--- config.mk ---
export PLATFORM = sky130hd
export DESIGN_NAME = muldiv_unit
export DESIGN_NICKNAME = d
export VERILOG_FILES = /design/src/rtl/muldiv_unit_pkg.sv /design/src/rtl/muldiv_unit_div_iter.sv /design/src/rtl/muldiv_unit.sv
export SDC_FILE = /design/constraint.sdc
export NUM_CORES = 2
export LEC_CHECK = 0
export BUFFER_PORTS_ARGS = -buffer_cell sky130_fd_sc_hd__buf_2
export CAP_MARGIN = 20
export CORE_MARGIN = 3
export CORE_UTILIZATION = 25
export DETAILED_ROUTE_END_ITERATION = 8
export SKIP_LAST_GASP = 1
export SLEW_MARGIN = 15
export SYNTH_ARGS = -nofsm -noshare
export SYNTH_HDL_FRONTEND = slang
export SYNTH_SLANG_ARGS = --single-unit
--- constraint.sdc ---
create_clock -name CLK -period 25.4 [get_ports CLK]
set_clock_uncertainty 0.05 [all_clocks]
set_input_delay 3.81 -clock CLK [delete_from_list [all_inputs] [get_ports CLK]]
set_output_delay 3.81 -clock CLK [all_outputs]
set_load 0.1 [all_outputs]
--- src/rtl/muldiv_unit_pkg.sv ---
// rtl/muldiv_unit_pkg.sv - shared op/state encodings for the RV32M multiply/divide unit
package muldiv_unit_pkg;

  localparam int WORD_WIDTH = 32;

  // funct3 order of the M extension
  typedef enum logic [2:0] {
    MD_MUL    = 3'd0,
    MD_MULH   = 3'd1,
    MD_MULHSU = 3'd2,
    MD_MULHU  = 3'd3,
    MD_DIV    = 3'd4,
    MD_DIVU   = 3'd5,
    MD_REM    = 3'd6,
    MD_REMU   = 3'd7
  } md_op_e;

  typedef enum logic [2:0] {
    ST_IDLE = 3'd0,
    ST_MUL  = 3'd1,
    ST_DIV  = 3'd2,
    ST_FIX  = 3'd3,
    ST_DONE = 3'd4
  } md_state_e;

endpackage

--- src/rtl/muldiv_unit_div_iter.sv ---
// rtl/muldiv_unit_div_iter.sv - unsigned restoring divider, one quotient bit per cycle
module div_iter
  import muldiv_unit_pkg::*;
#(
  parameter int WIDTH = WORD_WIDTH
) (
  input  logic             clk,
  input  logic             rst_n,
  input  logic             start,
  input  logic             kill,
  input  logic [WIDTH-1:0] dividend,
  input  logic [WIDTH-1:0] divisor,
  output logic             done,
  output logic [WIDTH-1:0] quotient,
  output logic [WIDTH-1:0] remainder
);

  localparam int CW = $clog2(WIDTH + 1);

  logic [WIDTH-1:0] rem_q, rem_d, quo_q, quo_d, dvs_q, dvs_d;
  logic [CW-1:0]    cnt_q, cnt_d;
  logic             run_q, run_d, done_q, done_d;

  logic [WIDTH-1:0] step_rem, step_quo, step_dvs, next_rem, next_quo;
  logic [WIDTH:0]   shifted, diff;

  // One restoring step. The start cycle already performs step 1 on the fresh
  // operands so that WIDTH steps finish after WIDTH edges including the start edge.
  always_comb begin
    step_rem = start ? '0 : rem_q;
    step_quo = start ? dividend : quo_q;
    step_dvs = start ? divisor : dvs_q;
    shifted  = {step_rem, step_quo[WIDTH-1]};
    diff     = shifted - {1'b0, step_dvs};
    next_rem = diff[WIDTH] ? shifted[WIDTH-1:0] : diff[WIDTH-1:0];
    next_quo = {step_quo[WIDTH-2:0], ~diff[WIDTH]};
  end

  // Iteration control: load on start, step while running, pulse done after the last step
  always_comb begin
    rem_d  = rem_q;
    quo_d  = quo_q;
    dvs_d  = dvs_q;
    cnt_d  = cnt_q;
    run_d  = run_q;
    done_d = 1'b0;
    if (kill) begin
      run_d = 1'b0;
    end else if (start) begin
      rem_d = next_rem;
      quo_d = next_quo;
      dvs_d = divisor;
      cnt_d = CW'(1);
      run_d = 1'b1;
    end else if (run_q) begin
      rem_d = next_rem;
      quo_d = next_quo;
      cnt_d = cnt_q + CW'(1);
      if (cnt_q == CW'(WIDTH - 1)) begin
        run_d  = 1'b0;
        done_d = 1'b1;
      end
    end
  end

  // Iteration registers
  always_ff @(posedge clk or negedge rst_n) begin
    if (!rst_n) begin
      rem_q  <= '0;
      quo_q  <= '0;
      dvs_q  <= '0;
      cnt_q  <= '0;
      run_q  <= 1'b0;
      done_q <= 1'b0;
    end else begin
      rem_q  <= rem_d;
      quo_q  <= quo_d;
      dvs_q  <= dvs_d;
      cnt_q  <= cnt_d;
      run_q  <= run_d;
      done_q <= done_d;
    end
  end

  assign done      = done_q;
  assign quotient  = quo_q;
  assign remainder = rem_q;

endmodule

--- src/rtl/muldiv_unit.sv ---
// rtl/muldiv_unit.sv - multi-cycle RV32M execution unit (MUL*/DIV*/REM*)
module muldiv_unit
  import muldiv_unit_pkg::*;
#(
  parameter int WIDTH       = WORD_WIDTH,
  parameter int MUL_LATENCY = 2,
  parameter int DIV_EN      = 1
) (
  input  logic             CLK,
  input  logic             nrst,
  input  logic             in_valid,
  output logic             in_ready,
  input  logic [2:0]       op,
  input  logic [WIDTH-1:0] op_a,
  input  logic [WIDTH-1:0] op_b,
  input  logic             kill,
  output logic             busy,
  output logic             out_valid,
  output logic [WIDTH-1:0] res,
  output logic             div_zero
);

  md_state_e        state_q, state_d;
  logic [2:0]       op_q, op_d;
  logic [WIDTH-1:0] a_q, a_d, b_q, b_d;
  logic [1:0]       mcnt_q, mcnt_d;
  logic             quo_neg_q, quo_neg_d, rem_neg_q, rem_neg_d;
  logic [WIDTH-1:0] res_q, res_d;
  logic             out_valid_q, out_valid_d;
  logic             div_zero_q, div_zero_d;

  logic [2:0]         src_op;
  logic [WIDTH-1:0]   src_a, src_b, mul_res;
  logic               a_sgn, b_sgn;
  logic [2*WIDTH-1:0] a_ext, b_ext, prod;

  logic             is_signed, is_rem, b_zero, ovf, take_special;
  logic [WIDTH-1:0] abs_a, abs_b, special_res;

  logic             div_start, div_done;
  logic [WIDTH-1:0] div_quo, div_rem, fix_quo, fix_rem, fix_res;

  // Multiplier: with MUL_LATENCY=1 the product comes straight from the request
  // inputs, otherwise from the operands latched at accept.
  always_comb begin
    src_op  = (state_q == ST_IDLE) ? op : op_q;
    src_a   = (state_q == ST_IDLE) ? op_a : a_q;
    src_b   = (state_q == ST_IDLE) ? op_b : b_q;
    a_sgn   = ((src_op == MD_MULH) || (src_op == MD_MULHSU)) && src_a[WIDTH-1];
    b_sgn   = (src_op == MD_MULH) && src_b[WIDTH-1];
    a_ext   = {{WIDTH{a_sgn}}, src_a};
    b_ext   = {{WIDTH{b_sgn}}, src_b};
    prod    = a_ext * b_ext;
    mul_res = (src_op == MD_MUL) ? prod[WIDTH-1:0] : prod[2*WIDTH-1:WIDTH];
  end

  // Division request decode: magnitudes for the divider and one-cycle special cases
  always_comb begin
    is_signed    = ~op[0];
    is_rem       = op[1];
    b_zero       = (op_b == '0);
    ovf          = is_signed && (op_a == {1'b1, {(WIDTH-1){1'b0}}}) && (op_b == '1);
    abs_a        = (is_signed && op_a[WIDTH-1]) ? -op_a : op_a;
    abs_b        = (is_signed && op_b[WIDTH-1]) ? -op_b : op_b;
    take_special = (DIV_EN == 0) || b_zero || ovf;
    if (DIV_EN == 0)  special_res = '0;
    else if (b_zero)  special_res = is_rem ? op_a : '1;
    else if (ovf)     special_res = is_rem ? '0 : op_a;
    else              special_res = '0;
  end

  // Sign fix-up of the unsigned divider result
  always_comb begin
    fix_quo = quo_neg_q ? -div_quo : div_quo;
    fix_rem = rem_neg_q ? -div_rem : div_rem;
    fix_res = op_q[1] ? fix_rem : fix_quo;
  end

  div_iter #(
    .WIDTH(WIDTH)
  ) u_div_iter (
    .clk      (CLK),
    .rst_n    (nrst),
    .start    (div_start),
    .kill     (kill),
    .dividend (abs_a),
    .divisor  (abs_b),
    .done     (div_done),
    .quotient (div_quo),
    .remainder(div_rem)
  );

  // Next-state and datapath update; kill overrides everything and leaves res alone
  always_comb begin
    state_d     = state_q;
    op_d        = op_q;
    a_d         = a_q;
    b_d         = b_q;
    mcnt_d      = mcnt_q;
    quo_neg_d   = quo_neg_q;
    rem_neg_d   = rem_neg_q;
    res_d       = res_q;
    out_valid_d = 1'b0;
    div_zero_d  = div_zero_q;
    div_start   = 1'b0;
    if (kill) begin
      state_d = ST_IDLE;
    end else begin
      case (state_q)
        ST_IDLE: begin
          if (in_valid) begin
            op_d       = op;
            a_d        = op_a;
            b_d        = op_b;
            div_zero_d = 1'b0;
            quo_neg_d  = is_signed && (op_a[WIDTH-1] ^ op_b[WIDTH-1]);
            rem_neg_d  = is_signed && op_a[WIDTH-1];
            if (!op[2]) begin
              if (MUL_LATENCY == 1) begin
                state_d     = ST_DONE;
                res_d       = mul_res;
                out_valid_d = 1'b1;
              end else begin
                state_d = ST_MUL;
                mcnt_d  = 2'd1;
              end
            end else if (take_special) begin
              state_d     = ST_DONE;
              res_d       = special_res;
              div_zero_d  = b_zero;
              out_valid_d = 1'b1;
            end else begin
              state_d   = ST_DIV;
              div_start = 1'b1;
            end
          end
        end
        ST_MUL: begin
          if (mcnt_q == 2'(MUL_LATENCY - 1)) begin
            state_d     = ST_DONE;
            res_d       = mul_res;
            out_valid_d = 1'b1;
          end else begin
            mcnt_d = mcnt_q + 2'd1;
          end
        end
        ST_DIV: begin
          if (div_done) state_d = ST_FIX;
        end
        ST_FIX: begin
          state_d     = ST_DONE;
          res_d       = fix_res;
          out_valid_d = 1'b1;
        end
        ST_DONE: state_d = ST_IDLE;
        default: state_d = ST_IDLE;
      endcase
    end
  end

  // State and result registers
  always_ff @(posedge CLK or negedge nrst) begin
    if (!nrst) begin
      state_q     <= ST_IDLE;
      op_q        <= '0;
      a_q         <= '0;
      b_q         <= '0;
      mcnt_q      <= '0;
      quo_neg_q   <= 1'b0;
      rem_neg_q   <= 1'b0;
      res_q       <= '0;
      out_valid_q <= 1'b0;
      div_zero_q  <= 1'b0;
    end else begin
      state_q     <= state_d;
      op_q        <= op_d;
      a_q         <= a_d;
      b_q         <= b_d;
      mcnt_q      <= mcnt_d;
      quo_neg_q   <= quo_neg_d;
      rem_neg_q   <= rem_neg_d;
      res_q       <= res_d;
      out_valid_q <= out_valid_d;
      div_zero_q  <= div_zero_d;
    end
  end

  assign in_ready  = (state_q == ST_IDLE);
  assign busy      = (state_q != ST_IDLE);
  assign out_valid = out_valid_q;
  assign res       = res_q;
  assign div_zero  = div_zero_q;

endmodule

## Word level (Yosys, flattened, before mapping)

Index checks and enable logic that the tools add are counted.

| word-level totals | value |
|---|---|
| register bits after elaboration | 212 |
| output and inout bits | 36 |
| logic and storage cells | 127 |

| cells by class | value |
|---|---|
| add/sub/neg operators | 7 |
| multiply operators | 1 |
| equal/unequal tests | 18 |
| multiplexer cells | 60 |
| bitwise logic cells | 4 |
| reduce and logical (&&, ||, !) cells | 21 |

Operator list:

| kind | count |
|---|---|
| 32-bit 2-to-1 mux | 24 |
| 32-bit negator | 4 |
| 32-bit case mux with 3 select lines | 1 |
| 32-bit == test (second input constant) | 2 |
| 33-bit by 33-bit multiplier with 64-bit output | 1 |
| 33-bit by 32-bit subtractor with 33-bit output | 1 |
| 32-bit zero test | 1 |
| 3-bit 2-to-1 mux | 7 |
| 1-bit 2-to-1 mux | 20 |
| 6-bit 2-to-1 mux | 2 |
| 3-bit case mux with 4 select lines | 1 |
| 3-bit by 2-bit == test with 1-bit output (second input constant) | 3 |
| 2-bit inequality test (second input constant) | 4 |
| 1-bit logical AND | 7 |
| 6-bit by 1-bit adder with 6-bit output (second input constant) | 1 |
| 3-bit by 1-bit == test with 1-bit output (second input constant) | 2 |
| 6-bit by 5-bit == test with 1-bit output (second input constant) | 1 |
| 3-bit zero test | 2 |
| 2-bit 2-to-1 mux | 3 |
| 3-bit by 2-bit inequality test with 1-bit output (second input constant) | 2 |
| 3-bit AND reduction | 2 |
| 6-bit AND reduction | 1 |
| 3-bit nonzero test | 2 |
| 5-bit AND reduction | 1 |
| other kinds (11) | 16 |

## Longest topological paths before layout

| logic depth | value |
|---|---|
| depth after elaboration | 14 |
| mapped depth | 35 |
| gate-level depth less buffers | 31 |

## Hierarchy

A second synthesis with hierarchy kept.

| second synthesis, totals | value |
|---|---|
| cells, all modules | 6,392 |
| area, all modules | 53,632.7 um^2 |

Modules (own cells, without submodules):

| module | instances | cells each | area an instance (um^2) | seq. area each (um^2) |
|---|---|---|---|---|
| muldiv_unit | 1 | 5,598 | 46,734.8 | 2,702.6 |
| div_iter | 1 | 794 | 6,897.9 | 2,602.5 |

## Worst setup path after synthesis

Ideal clock, no wire load.

| timing path | value |
|---|---|
| path type | input to register |
| start | input op[0] |
| end | register res_q[29], in the netlist res[29] |
| library setup time | 0.068 ns |
| data arrival time | 12.454 ns |
| required time | 25.282 ns |
| slack | 12.828 ns |
| stages on the path | 30 |
| path through | clkbuf_1 > xnor2_1 > nor3_1 > o21a_1 > clkbuf_1 > clkbuf_1 > nand2_1 > fa_1 > fa_1 > inv_1 > fa_1 > inv_1 > fa_1 > inv_1 > fa_1 > fa_1 > fa_1 > inv_1 > fa_1 > inv_1 > ha_1 > clkbuf_1 > nand2_1 > or4_1 > or3_1 > a21oi_1 > o41ai_1 > a2111o_1 > a31oi_1 > o32a_1 |

| between the ends | value |
|---|---|
| longest elaborated chain between the ends | 9 |
| elaborated cells between the ends (all ways) | 22 |
| those cells by class | mul (1); eq/ne (3); mux (9); bitwise (1); reduce/logical (8) |

RTL lines:

| element | RTL line | text |
|---|---|---|
| start, declared | muldiv_unit.sv:13 | `input logic [2:0] op,` |
| branches (longest 9 deep; another with 33-bit by 33-bit multiplier with 64-bit output) | - |  |
| end signal, assigned | muldiv_unit.sv:182 | `res_q <= res_d;` |
| end, declared | muldiv_unit.sv:28 | `logic [WIDTH-1:0] res_q, res_d;` |

Parallel ways; which one is timed is not known. The select of a mux whose other input is x is not followed.
A chain may end at the register's enable or synchronous reset.

## Worst setup path after layout

| timing path | value |
|---|---|
| start | input op_a[31] |
| end | register res_q[18], in the netlist res[18] |

| between the ends | value |
|---|---|
| longest elaborated chain between the ends | 9 |
| elaborated cells between the ends (all ways) | 17 |
| those cells by class | mul (1); eq/ne (2); mux (9); reduce/logical (5) |

RTL lines:

| element | RTL line | text |
|---|---|---|
| start, declared | muldiv_unit.sv:14 | `input logic [WIDTH-1:0] op_a,` |
| branches (longest 9 deep; another with 33-bit by 33-bit multiplier with 64-bit output) | - |  |

Parallel ways; which one is timed is not known. The select of a mux whose other input is x is not followed.

==> results.toml <==
[floorplan]
die_y_um = 466.9
die_x_um = 466.9
core_um2 = 210400
placementRows = 168
initial_core_util = 0.2524
boundaryPins = 107
die_area_um2 = 218000

[yosys]
synth_ff_type = "dfrtp_1"
synth_common_cells = "1328 x nand2_1, 1237 x inv_1, 1126 x fa_1, 516 x nor2_1, 313 x clkbuf_1"
syn_inst = 6324
synth_area_leaders = "fa_1 42%, dfrtp_1 10%, nand2_1 9.4%"
yosysTopAreaCell = "fa_1"
synth_cell_types = 84
synth_edf_count = 0
ys_seq_area_frac = 0.09989
synth_seq_cells = 212
netlist.area_leader.share = 0.4244
synth_area_um2 = 53110
async_flop_share = 1.000
yosysWarningCount = 0
yosysMostFrequentCell = "nand2_1"
syn_nets = 7772
syn_avg_cell_area_um2 = 8.398

[critical_path]
r2r_slack_ps = 13660
cp.arrival_ps = 13860
cp-start-kind = "input pin"
r2r_end = "res[18]$_DFFE_PN0P_"
critPathLaunch = "op_a[31]"
r2r-start = "state_q[1]$_DFFE_PN0P_"
critPathRequiredTime_ps = 25770
endpoint_kind = "register"
critPathMaxFanout = 29
crit_type = "in -> reg"
r2r_cells = 26

[detailed_routing]
wl_um = 182800
firstDrtPassIters = 5
num_vias = 44090
drcViolationCount = 0
first_iter_violations = 3860
wire_per_inst_um = 20.18
viasPerCell = 4.865
drtAntennaViolNets = 0

[cells_and_area]
syn_to_final_growth_pct = 9.209
nets = 7675
final_cell_area_um2 = 58000
num-fill-cells = 22470
drive_above_1_share = 0.05779

[global_routing]
grt_max_degree = 100
grt_pass1_vias = 45770
overflow = 0
grt_first_pass_wirelength_um = 282400
grtUsageTotal = 0.1675
antenna_found_initial = 7

[sta]
slew_headroom = 0.2009
hold_viol = 0
fin_crit_ps = 13490
fmax_ghz = 0.07412
finalMaxSlewViolations = 0
grt_setup_unrepaired = "no"
tightest_slew_ps = 1165
setup_viol = 0
tns_ps = 0
fin_crit_sh = 0.5312

[min_path]
hold_end = "b_q[26]$_DFFE_PN0P_"
hp-start = "b_q[26]$_DFFE_PN0P_"
hold_path.class = "reg -> reg"
whs_path_depth = 2

[job]
maxCapViolCount = 0

[clock_network]
clkTransAtPathRegs_ps = 70
htree_levels = 1
cts.sink_count = 212
clk_latency_ps = 560
cts_buffers = 26
cts-root-buf = "clkbuf_16"
cts_setup_buffers = 0
cts_resized = 0
cts_tree = "yes"
clk_path_buf_depth = 3
ctsHoldBuffers = 0

[place]
place_area_um2 = 56970
place_congestion = 0.9519
port_buffers = 106
place_hpwl_um = 147100

[status]
status = "complete, no violations"
## per-stage QoR
| stage | hold slack (ps) | instances | setup WS (ps) | util |
|---|---|---|---|---|
| floorplan | 388.7 | 6324 | 12830 | - |
| global placement | 401.6 | 8996 | 11790 | 0.2704 |
| detailed placement | 410.5 | 9002 | 11610 | 0.2708 |
| CTS | 423.6 | 9050 | 12180 | 0.2753 |
| global route | 442.5 | 9056 | 11560 | 0.2756 |
| finish | 420.8 | 9062 | 11910 | 0.2757 |
## sequential cells by signal, indices dropped and copies added, names as in the netlist
signal / cells
quo_neg_q: 1
u_div_iter.quotient: 32
a_q: 32
mcnt_q: 2
rem_neg_q: 1
state_q: 3
u_div_iter.done: 1
div_zero: 1
b_q: 32
op_q: 3
u_div_iter.dvs_q: 32
out_valid: 1
u_div_iter.cnt_q: 6
u_div_iter.remainder: 32
res: 32
u_div_iter.run_q: 1
## routing by layer
layer,share of wire,GRT usage
met1,0.40,0.2175
met2,0.46,0.2722
met3,0.078,0.02745
met4,0.058,0.07730
met5,0.00040,0
## area by class of cell
class | instances | area, um2 | area share
antenna | 10 | 25.02 | 0.0004314
inverter | 1238 | 4647 | 0.08012
multi-input combinational | 4524 | 42060 | 0.7251
sequential | 212 | 5306 | 0.09149
clock buffer | 34 | 742.0 | 0.01279
clock inverter | 14 | 214.0 | 0.003689
tap | 2805 | 3510 | 0.06051
timing repair buffer | 225 | 1503 | 0.02591
## worst max path at each step
stage	end	slack, ps	cells after the start
floorplan	res[29]$_DFFE_PN0P_	12830	30
global placement	res[29]$_DFFE_PN0P_	11790	27
detailed placement	res[29]$_DFFE_PN0P_	11610	26
CTS	res[29]$_DFFE_PN0P_	12180	26
global route	res[29]$_DFFE_PN0P_	11560	26
finish	res[18]$_DFFE_PN0P_	11910	25
## critical path, stage by stage
cell	delay (ps)
buf_2	260
mux2_2	760
o21ai_0	640
nor2_1	400
fa_1	460
inv_1	230
fa_1	440
inv_1	110
fa_1	620
inv_1	330
fa_1	560
inv_1	460
fa_1	540
fa_1	500
fa_1	490
inv_1	50
fa_1	480
inv_1	50
ha_1	370
a21oi_1	410
o2111ai_1	180
o21ai_0	590
xnor2_1	310
a2111oi_0	650
a21oi_1	130
## cell usage in the layout, fill, tap and decap left out, types with 67 or more instances in the layout
master and instances:
a21oi_1 152, and2_1 67, buf_2 106, buf_4 112, dfrtp_1 211, fa_1 1126, ha_1 251, inv_1 1235
nand2_1 1320, nor2_1 515, o21ai_0 161, xnor2_1 124, xor2_1 100
## cells by family (layout without fill, tap and decap cells)
logic type	Yosys count	in the layout	synth area share
AO/OA/AOI/OAI	676	676	0.08260
XOR/XNOR	224	224	0.03694
adder cells (fa/ha/maj)	1377	1377	0.4836
buffers and inverters	1588	1511	0.1129
flip-flops	212	212	0.09989
multiplexers	66	66	0.01256
other	0	10	0
AND/OR/NAND/NOR	2181	2181	0.1715
Power is left out: the tool's default activity adds up to more than one toggle a clock period on the data nets, which glitch-free logic cannot reach.
